## src/rtl/serial_frame_receiver_if.sv

```systemverilog
// Bundle of serial input, frame-control and parallel-output signals for serial_frame_receiver.
// The master drives bits and frame gating; the slave (receiver) returns assembled words and status.
interface serial_frame_receiver_if #(
    parameter int WIDTH = 8
);
    localparam int CNT_W = $clog2(WIDTH + 1);

    logic             i_serial_data;
    logic             i_frame_en;
    logic             i_err_clr;
    logic [WIDTH-1:0] o_parallel_data;
    logic             o_data_valid;
    logic             o_frame_err;
    logic [CNT_W-1:0] o_bit_count;
    logic [7:0]       o_frame_count;

    modport master (
        output i_serial_data, i_frame_en, i_err_clr,
        input  o_parallel_data, o_data_valid, o_frame_err, o_bit_count, o_frame_count
    );

    modport slave (
        input  i_serial_data, i_frame_en, i_err_clr,
        output o_parallel_data, o_data_valid, o_frame_err, o_bit_count, o_frame_count
    );
endinterface

```

## src/rtl/serial_frame_receiver.sv

```systemverilog
// Deserializes gated serial bits into WIDTH-bit words, publishing each word only once complete.
// Tracks completed frames and flags frames aborted with bits still pending.
module serial_frame_receiver #(
    parameter int WIDTH     = 8,
    parameter int MSB_FIRST = 1
) (
    input  logic                   o_serial_clk,
    input  logic                   i_reset_n,
    serial_frame_receiver_if.slave bus
);
    localparam int               CNT_W    = $clog2(WIDTH + 1);
    localparam logic [CNT_W-1:0] LAST_BIT = CNT_W'(WIDTH - 1);

    logic [WIDTH-1:0] shift_q, shift_d;
    logic [WIDTH-1:0] data_q, data_d;
    logic [CNT_W-1:0] bit_cnt_q, bit_cnt_d;
    logic [7:0]       frame_cnt_q, frame_cnt_d;
    logic             valid_q, valid_d;
    logic             err_q, err_d;
    logic             abort;

    always_comb begin
        shift_d     = shift_q;
        data_d      = data_q;
        bit_cnt_d   = bit_cnt_q;
        frame_cnt_d = frame_cnt_q;
        valid_d     = 1'b0;
        abort       = 1'b0;

        if (bus.i_frame_en) begin
            shift_d = (MSB_FIRST != 0) ? {shift_q[WIDTH-2:0], bus.i_serial_data}
                                       : {bus.i_serial_data, shift_q[WIDTH-1:1]};
            if (bit_cnt_q == LAST_BIT) begin
                // Publish the word including the bit arriving on this edge.
                data_d      = shift_d;
                bit_cnt_d   = '0;
                valid_d     = 1'b1;
                frame_cnt_d = frame_cnt_q + 8'd1;
            end else begin
                bit_cnt_d = bit_cnt_q + CNT_W'(1);
            end
        end else begin
            bit_cnt_d = '0;
            abort     = (bit_cnt_q != '0);
        end

        // A new abort outranks a simultaneous clear request.
        if (abort) begin
            err_d = 1'b1;
        end else if (bus.i_err_clr) begin
            err_d = 1'b0;
        end else begin
            err_d = err_q;
        end
    end

    always_ff @(posedge o_serial_clk) begin
        if (!i_reset_n) begin
            shift_q     <= '0;
            data_q      <= '0;
            bit_cnt_q   <= '0;
            frame_cnt_q <= '0;
            valid_q     <= 1'b0;
            err_q       <= 1'b0;
        end else begin
            shift_q     <= shift_d;
            data_q      <= data_d;
            bit_cnt_q   <= bit_cnt_d;
            frame_cnt_q <= frame_cnt_d;
            valid_q     <= valid_d;
            err_q       <= err_d;
        end
    end

    assign bus.o_parallel_data = data_q;
    assign bus.o_data_valid    = valid_q;
    assign bus.o_frame_err     = err_q;
    assign bus.o_bit_count     = bit_cnt_q;
    assign bus.o_frame_count   = frame_cnt_q;
endmodule
```

## src/flat_wrapper.sv

```systemverilog
// flat-port wrapper written by rule: the top's interface ports become plain ports
module serial_frame_receiver_flat 
#(
    parameter int WIDTH     = 8,
    parameter int MSB_FIRST = 1
)
  (o_serial_clk, i_reset_n, bus_i_serial_data, bus_i_frame_en, bus_i_err_clr, bus_o_parallel_data, bus_o_data_valid, bus_o_frame_err, bus_o_bit_count, bus_o_frame_count);
  serial_frame_receiver_if #(.WIDTH(WIDTH)) bus_i ();
  input  logic o_serial_clk;
  input  logic i_reset_n;
  input wire logic [$bits(bus_i.i_serial_data)-1:0] bus_i_serial_data;
  input wire logic [$bits(bus_i.i_frame_en)-1:0] bus_i_frame_en;
  input wire logic [$bits(bus_i.i_err_clr)-1:0] bus_i_err_clr;
  output wire logic [$bits(bus_i.o_parallel_data)-1:0] bus_o_parallel_data;
  output wire logic [$bits(bus_i.o_data_valid)-1:0] bus_o_data_valid;
  output wire logic [$bits(bus_i.o_frame_err)-1:0] bus_o_frame_err;
  output wire logic [$bits(bus_i.o_bit_count)-1:0] bus_o_bit_count;
  output wire logic [$bits(bus_i.o_frame_count)-1:0] bus_o_frame_count;
  assign bus_i.i_serial_data = bus_i_serial_data;
  assign bus_i.i_frame_en = bus_i_frame_en;
  assign bus_i.i_err_clr = bus_i_err_clr;
  assign bus_o_parallel_data = bus_i.o_parallel_data;
  assign bus_o_data_valid = bus_i.o_data_valid;
  assign bus_o_frame_err = bus_i.o_frame_err;
  assign bus_o_bit_count = bus_i.o_bit_count;
  assign bus_o_frame_count = bus_i.o_frame_count;
  serial_frame_receiver #(.WIDTH(WIDTH), .MSB_FIRST(MSB_FIRST)) u_core (.o_serial_clk(o_serial_clk), .i_reset_n(i_reset_n), .bus(bus_i));
endmodule
```

## config.mk

```make
export PLATFORM = sky130hd
export DESIGN_NAME = serial_frame_receiver_flat
export DESIGN_NICKNAME = d
export VERILOG_FILES = /design/src/rtl/serial_frame_receiver_if.sv /design/src/rtl/serial_frame_receiver.sv /design/src/flat_wrapper.sv
export SDC_FILE = /design/constraint.sdc
export NUM_CORES = 1
export LEC_CHECK = 0
export ABC_CLOCK_PERIOD_IN_PS = 2640
export CORE_ASPECT_RATIO = 1.25
export CORE_UTILIZATION = 40
export DETAILED_ROUTE_END_ITERATION = 6
export DONT_BUFFER_PORTS = 1
export GPL_ROUTABILITY_DRIVEN = 0
export PLACE_DENSITY = 0.61
export RECOVER_POWER = 100
export SYNTH_ARGS = -nofsm -noshare
export SYNTH_HDL_FRONTEND = slang
export SYNTH_SLANG_ARGS = --single-unit
export TNS_END_PERCENT = 100
```

## constraint.sdc

```tcl
create_clock -name o_serial_clk -period 2.64 [get_ports o_serial_clk]
set_input_delay 0 -clock o_serial_clk [delete_from_list [all_inputs] [get_ports o_serial_clk]]
set_output_delay 0 -clock o_serial_clk [all_outputs]
set_load 0.05 [all_outputs]
```

# After elaboration in Yosys (flattened, before gate mapping)
# Index checks and enable logic that the tools add are counted.
# W data, S select, Z words.
dict set report totals {
  reg_bits 29
  inputBits 5
  elab_cells 20
  out_inout_bits 22
}
dict set report op_classes {
  n_bitwise 2
  add_sub_neg 2
  eq_ne 1
  n_mux 4
  n_reduce_logical 5
}
# op count
set op_table {}
lappend op_table {{$add A8 B1 Y8 const B} 1}
lappend op_table {{$add A4 B1 Y4 const B} 1}
lappend op_table {{$eq A4 B3 Y1 const B} 1}
lappend op_table {{$mux W1} 4}
lappend op_table {{$reduce_and A2 Y1} 2}
lappend op_table {{$reduce_bool A4 Y1} 1}
lappend op_table {{$reduce_or A3 Y1} 1}
lappend op_table {{$not A1 Y1} 2}
lappend op_table {{$reduce_bool A2 Y1} 1}

# Depth between registers and ports, before layout
dict set report logic_depth {
  depth_word 3
  mapped_depth 6
  mapped_depth_nobuf 4
}

# Least setup slack after synthesis
# OpenSTA, ideal clock, no wires.
dict set report synth_timing {
  path_kind {register to register}
  start {reg u_core.bit_cnt_q[0], in the netlist u_core.bus.o_bit_count[0]}
  end {reg u_core.frame_cnt_q[4], in the netlist u_core.bus.o_frame_count[4]}
  period_less_slack_ns 1.809
  slack_ns 0.831
  required_time_ns 2.570
  arrival_time_ns 1.738
  stages_incl_launch_ff 6
  setup_time_ns 0.070
  path_buffers 1
  cell_sequence {dfxtp_1 ha_1 nand4b_2 buf_2 or3_1 a21oi_1}
}
dict set report synth_between {
  elab_chain_len 2
}
# element line
set synth_lines {}
lappend synth_lines {{from (decl)} serial_frame_receiver.sv:16} ;# logic [CNT_W-1:0] bit_cnt_q, bit_cnt_d;
lappend synth_lines {{from (signal assigned)} serial_frame_receiver.sv:68} ;# bit_cnt_q <= bit_cnt_d;
lappend synth_lines {{$eq A4 B3 Y1} serial_frame_receiver.sv:33} ;# if (bit_cnt_q == LAST_BIT) begin
lappend synth_lines {{$reduce_and A2 Y1 (no source line)} --}
lappend synth_lines {{to (signal assigned)} serial_frame_receiver.sv:69} ;# frame_cnt_q <= frame_cnt_d;
lappend synth_lines {{to (decl)} serial_frame_receiver.sv:17} ;# logic [7:0] frame_cnt_q, frame_cnt_d;
# Every way passes these cells.
# A chain may end at the register's enable or synchronous reset.

# Final worst setup path
dict set report layout_timing {
  start {reg u_core.frame_cnt_q[0], in the netlist u_core.bus.o_frame_count[0]}
  end {reg u_core.frame_cnt_q[6], in the netlist u_core.bus.o_frame_count[6]}
}
dict set report layout_between {
  elab_chain_len 1
}
# element line
set layout_lines {}
lappend layout_lines {{$add A8 B1 Y8} serial_frame_receiver.sv:38} ;# frame_cnt_d = frame_cnt_q + 8'd1;
# Every way passes these cells.

==> key figures <==
Outcome
  • Run status: finished, final reports clean

Critical path
  • FF-to-FF End: u_core.bus.o_frame_count[6]
  • Crit-path cells: clkbuf_1, ha_1, nand2_1, or4_1, a21oi_1
  • Worst Path Arrival: 2.27 ns
  • CP max stage delay: 0.60 ns
  • R2r setup slk: 0.62 ns
  • Crit path from: u_core.bus.o_frame_count[0]
  • Worst Setup EP: u_core.bus.o_frame_count[6]
  • Worst-case reg-to-reg path depth: 5
  • CP Data Required Time: 2.89 ns
  • Worst Setup End Kind: register
  • Slowest-stage cell, CP: clkbuf_1
  • Critical Path Source Type: register
  • Kind of critical path: reg -> reg
  • CP max FO: 5
  • Worst R2R Start: u_core.bus.o_frame_count[0]

Final layout
  • Final layout net count: 145
  • Most common cell after layout, fill and taps aside: dfxtp_1
  • # fillers: 289
  • Finished Core Util: 0.474
  • Area taken by multi-input logic gates: 500 um^2
  • Non-filler cells in the finished layout: 171
  • Most frequent cells in the layout: 29 x dfxtp_1, 20 x nand2_1, 16 x a21oi_1, 13 x nor2_1, 7 x mux2i_1
  • Layout cells sized above 1: 0.0584
  • Final instance area: 0.00127 mm^2
  • Sequential cell area: 581 um^2
  • N_diodes: 0
  • Synth-to-layout area growth: 12.7%

Clock network
  • Post-CTS Setup Bufs: 0
  • CTS Hold Bufs: 5
  • CTS tree: built
  • Clock buffer depth: 2
  • Clk pin slew, worst setup/hold paths: 0.09 ns
  • Clock Tree Root: clkbuf_4
  • Num CTS Buffers: 5
  • Sink Count: 29
  • CTS H-tree depth: 2
  • PostCTS Resize Cnt: 0
  • Clk_lat worst skew: 0.32 ns

STA
  • Fmax: 496 MHz
  • Rel. slew slack: 0.465
  • Final WS setup: 0.623 ns
  • Final hold violation count: 0
  • Final Skew: 0.00899 ns
  • Final Max Tran Viols: 0
  • Sum Neg Setup Slack: 0 ns
  • Fin crit period: 2.02 ns
  • Final Cycle Share: 0.764
  • Worst slew pin tran: 0.803 ns
  • Unrepaired setup endpoints after global routing: no
  • Number of endpoints failing setup at the final stage: 0

Synthesis
  • Mux contribution to synthesized area: 0.0622
  • Seq/Total Area, Yosys: 0.515
  • XOR/XNOR share of the synthesized area: 0.0233
  • Synth Area in Simple Gates: 0.214
  • Leading area contributor after synthesis: dfxtp_1
  • Number of synthesis warnings: 0
  • Mean Syn Cell Area: 8.95 um^2
  • Syn Inst Count: 126
  • Post-synth top area share: 0.515
  • Fraction of the mapped netlist area in compound gates: 0.111
  • Main flop type after synthesis: dfxtp_1
  • Synth top area cells: dfxtp_1 51%, a21oi_1 7.1%, nand2_1 6.7%, mux2i_1 6.2%, nor2_1 4.3%
  • Cell Area, Synth: 0.00113 mm^2
  • Ys async rst share: 0
  • Syn_nets: 134
  • Number of synthesized flops with an enable pin: 0
  • Main combinational cell family by area after synthesis: simple AND/OR/NAND/NOR gates
  • Library cells used by synthesis: 23
  • Synth Register Bits: 29
  • Adder-cell share of the synthesized area: 0.0333

Die
  • Die width: 49.5 um
  • Initial Util: 0.421
  • Std cell rows: 21
  • Die height: 61.4 um
  • IO Count: 27
  • Die area: 0.00304 mm^2
  • Core area: 0.00268 mm^2

Power
  • Psw: 0.167 mW
  • Clock share of power: 0.358
  • Pwr Density: 586 mW/mm^2
  • Pleak: 0.478 nW
  • Sw Share: 0.224
  • Max VDD drop: 0.366 mV
  • Internal: 0.578 mW
  • Combinational share of power: 0.043
  • Sequential share of power: 0.599

Detailed routing
  • Met3 routed WL: 174 um
  • Routed Antenna Nets: 0
  • DRT Pass-1 Iters: 2
  • Initial DRC Count: 9
  • Post-Route WL: 2.12 mm
  • Met2 routed WL: 1.02 mm
  • Top sig layer: met4
  • M1 wire length: 871 um
  • Drc violations: 0
  • DR vias/cell: 5.15
  • Avg WL per Cell: 12.4 um
  • Total number of vias: 880

Global route
  • Largest net degree at the start of global routing: 26
  • Grt ovf: 0
  • Antenna violations before repair: 0
  • Global-route wire length before repair: 3.56 mm
  • Vias in the first global route: 844
  • GRT Util Overall: 0.165

Placed design
  • DP HPWL: 1.41 mm
  • Pre-CTS WS: 0.632 ns
  • I/O Buffers: 0
  • Post-DP Area: 0.00118 mm^2
  • Placed insts: 159

Run
  • Max Cap Viol: 0

Worst hold path
  • Worst hold path type: in -> reg
  • Hold Path Depth: 2
power groups by stage:
stage / sequential [mW] / clock [mW] / combinational (mW)
after floorplan: 0.462 / 0 / 0.0170
after global placement: 0.456 / 0 / 0.0245
after detailed placement: 0.456 / 0 / 0.0252
after CTS: 0.446 / 0.279 / 0.0332
after global routing: 0.447 / 0.295 / 0.0353
final: 0.446 / 0.266 / 0.0317
cell usage after synthesis, types with 2 or more instances:
master     n
xor2_1     2
nor2_1    13
dfxtp_1   29
or4_1      3
o21ai_0    3
clkbuf_1   2
a21oi_1   16
nand3_1    5
o31ai_1    3
mux2i_1    7
inv_1      5
ha_1       3
or3_1      3
nand2_1   20
buf_2      4
layer usage:
| metal | vias up | global-route usage |
|---|---|---|
| met5 | - | 0 |
| met4 | 0 | 0.0980 |
| met3 | 5 | 0.0988 |
| met2 | 24 | 0.268 |
| met1 | 403 | 0.167 |
| li1 | 448 | - |
registers in the layout, summed over array words and instances (netlist names):
| signal | cells |
|---|---|
| u_core.shift_q | 7 |
| u_core.bus.o_frame_count | 8 |
| u_core.bus.o_data_valid | 1 |
| u_core.bus.o_parallel_data | 8 |
| u_core.bus.o_bit_count | 4 |
| u_core.bus.o_frame_err | 1 |
cell families after synthesis:
kind of cell / Yosys count
and+or+nand+nor: 50
DFF: 29
AOI/OAI and AO/OA: 23
buffers and inverters: 11
muxes: 7
xor gates and xnor gates: 3
adders and majority gates: 3
how the worst min path moves through the flow:
stage / start / to / slack [ns]
floorplan: bus_i_serial_data / u_core.bus.o_parallel_data[0] / 0.14
global placement: bus_i_serial_data / u_core.bus.o_parallel_data[0] / 0.15
detailed placement: bus_i_serial_data / u_core.bus.o_parallel_data[0] / 0.15
CTS: bus_i_frame_en / u_core.bus.o_data_valid / 0.12
global route: bus_i_frame_en / u_core.bus.o_data_valid / 0.15
finish: bus_i_frame_en / u_core.bus.o_data_valid / 0.12
worst max-delay path, delay by kind of cell, from the launching register on:
family | cells | cell delay (ns)
fa+ha+maj | 1 | 0.31
flops | 1 | 0.31
compound gates | 1 | 0.15
buf+inv | 1 | 0.60
simple gates | 2 | 0.57
area by class of cell:
type / count / area share
clock buffers: 7 / 0.0433
inverters: 5 / 0.0148
multi-input cells: 86 / 0.394
flip-flops and latches: 29 / 0.457
well taps: 34 / 0.0335
repair buffers: 10 / 0.0571
through the flow:
| stage | hold slack (ns) | power [mW] |
|---|---|---|
| final | 0.124 | 0.744 |
| after global routing | 0.152 | 0.777 |
| after CTS | 0.119 | 0.759 |
| after detailed placement | 0.151 | 0.482 |
| after global placement | 0.145 | 0.481 |
| after floorplan | 0.136 | 0.479 |
No activity file was read; power rests on OpenSTA's default activity.
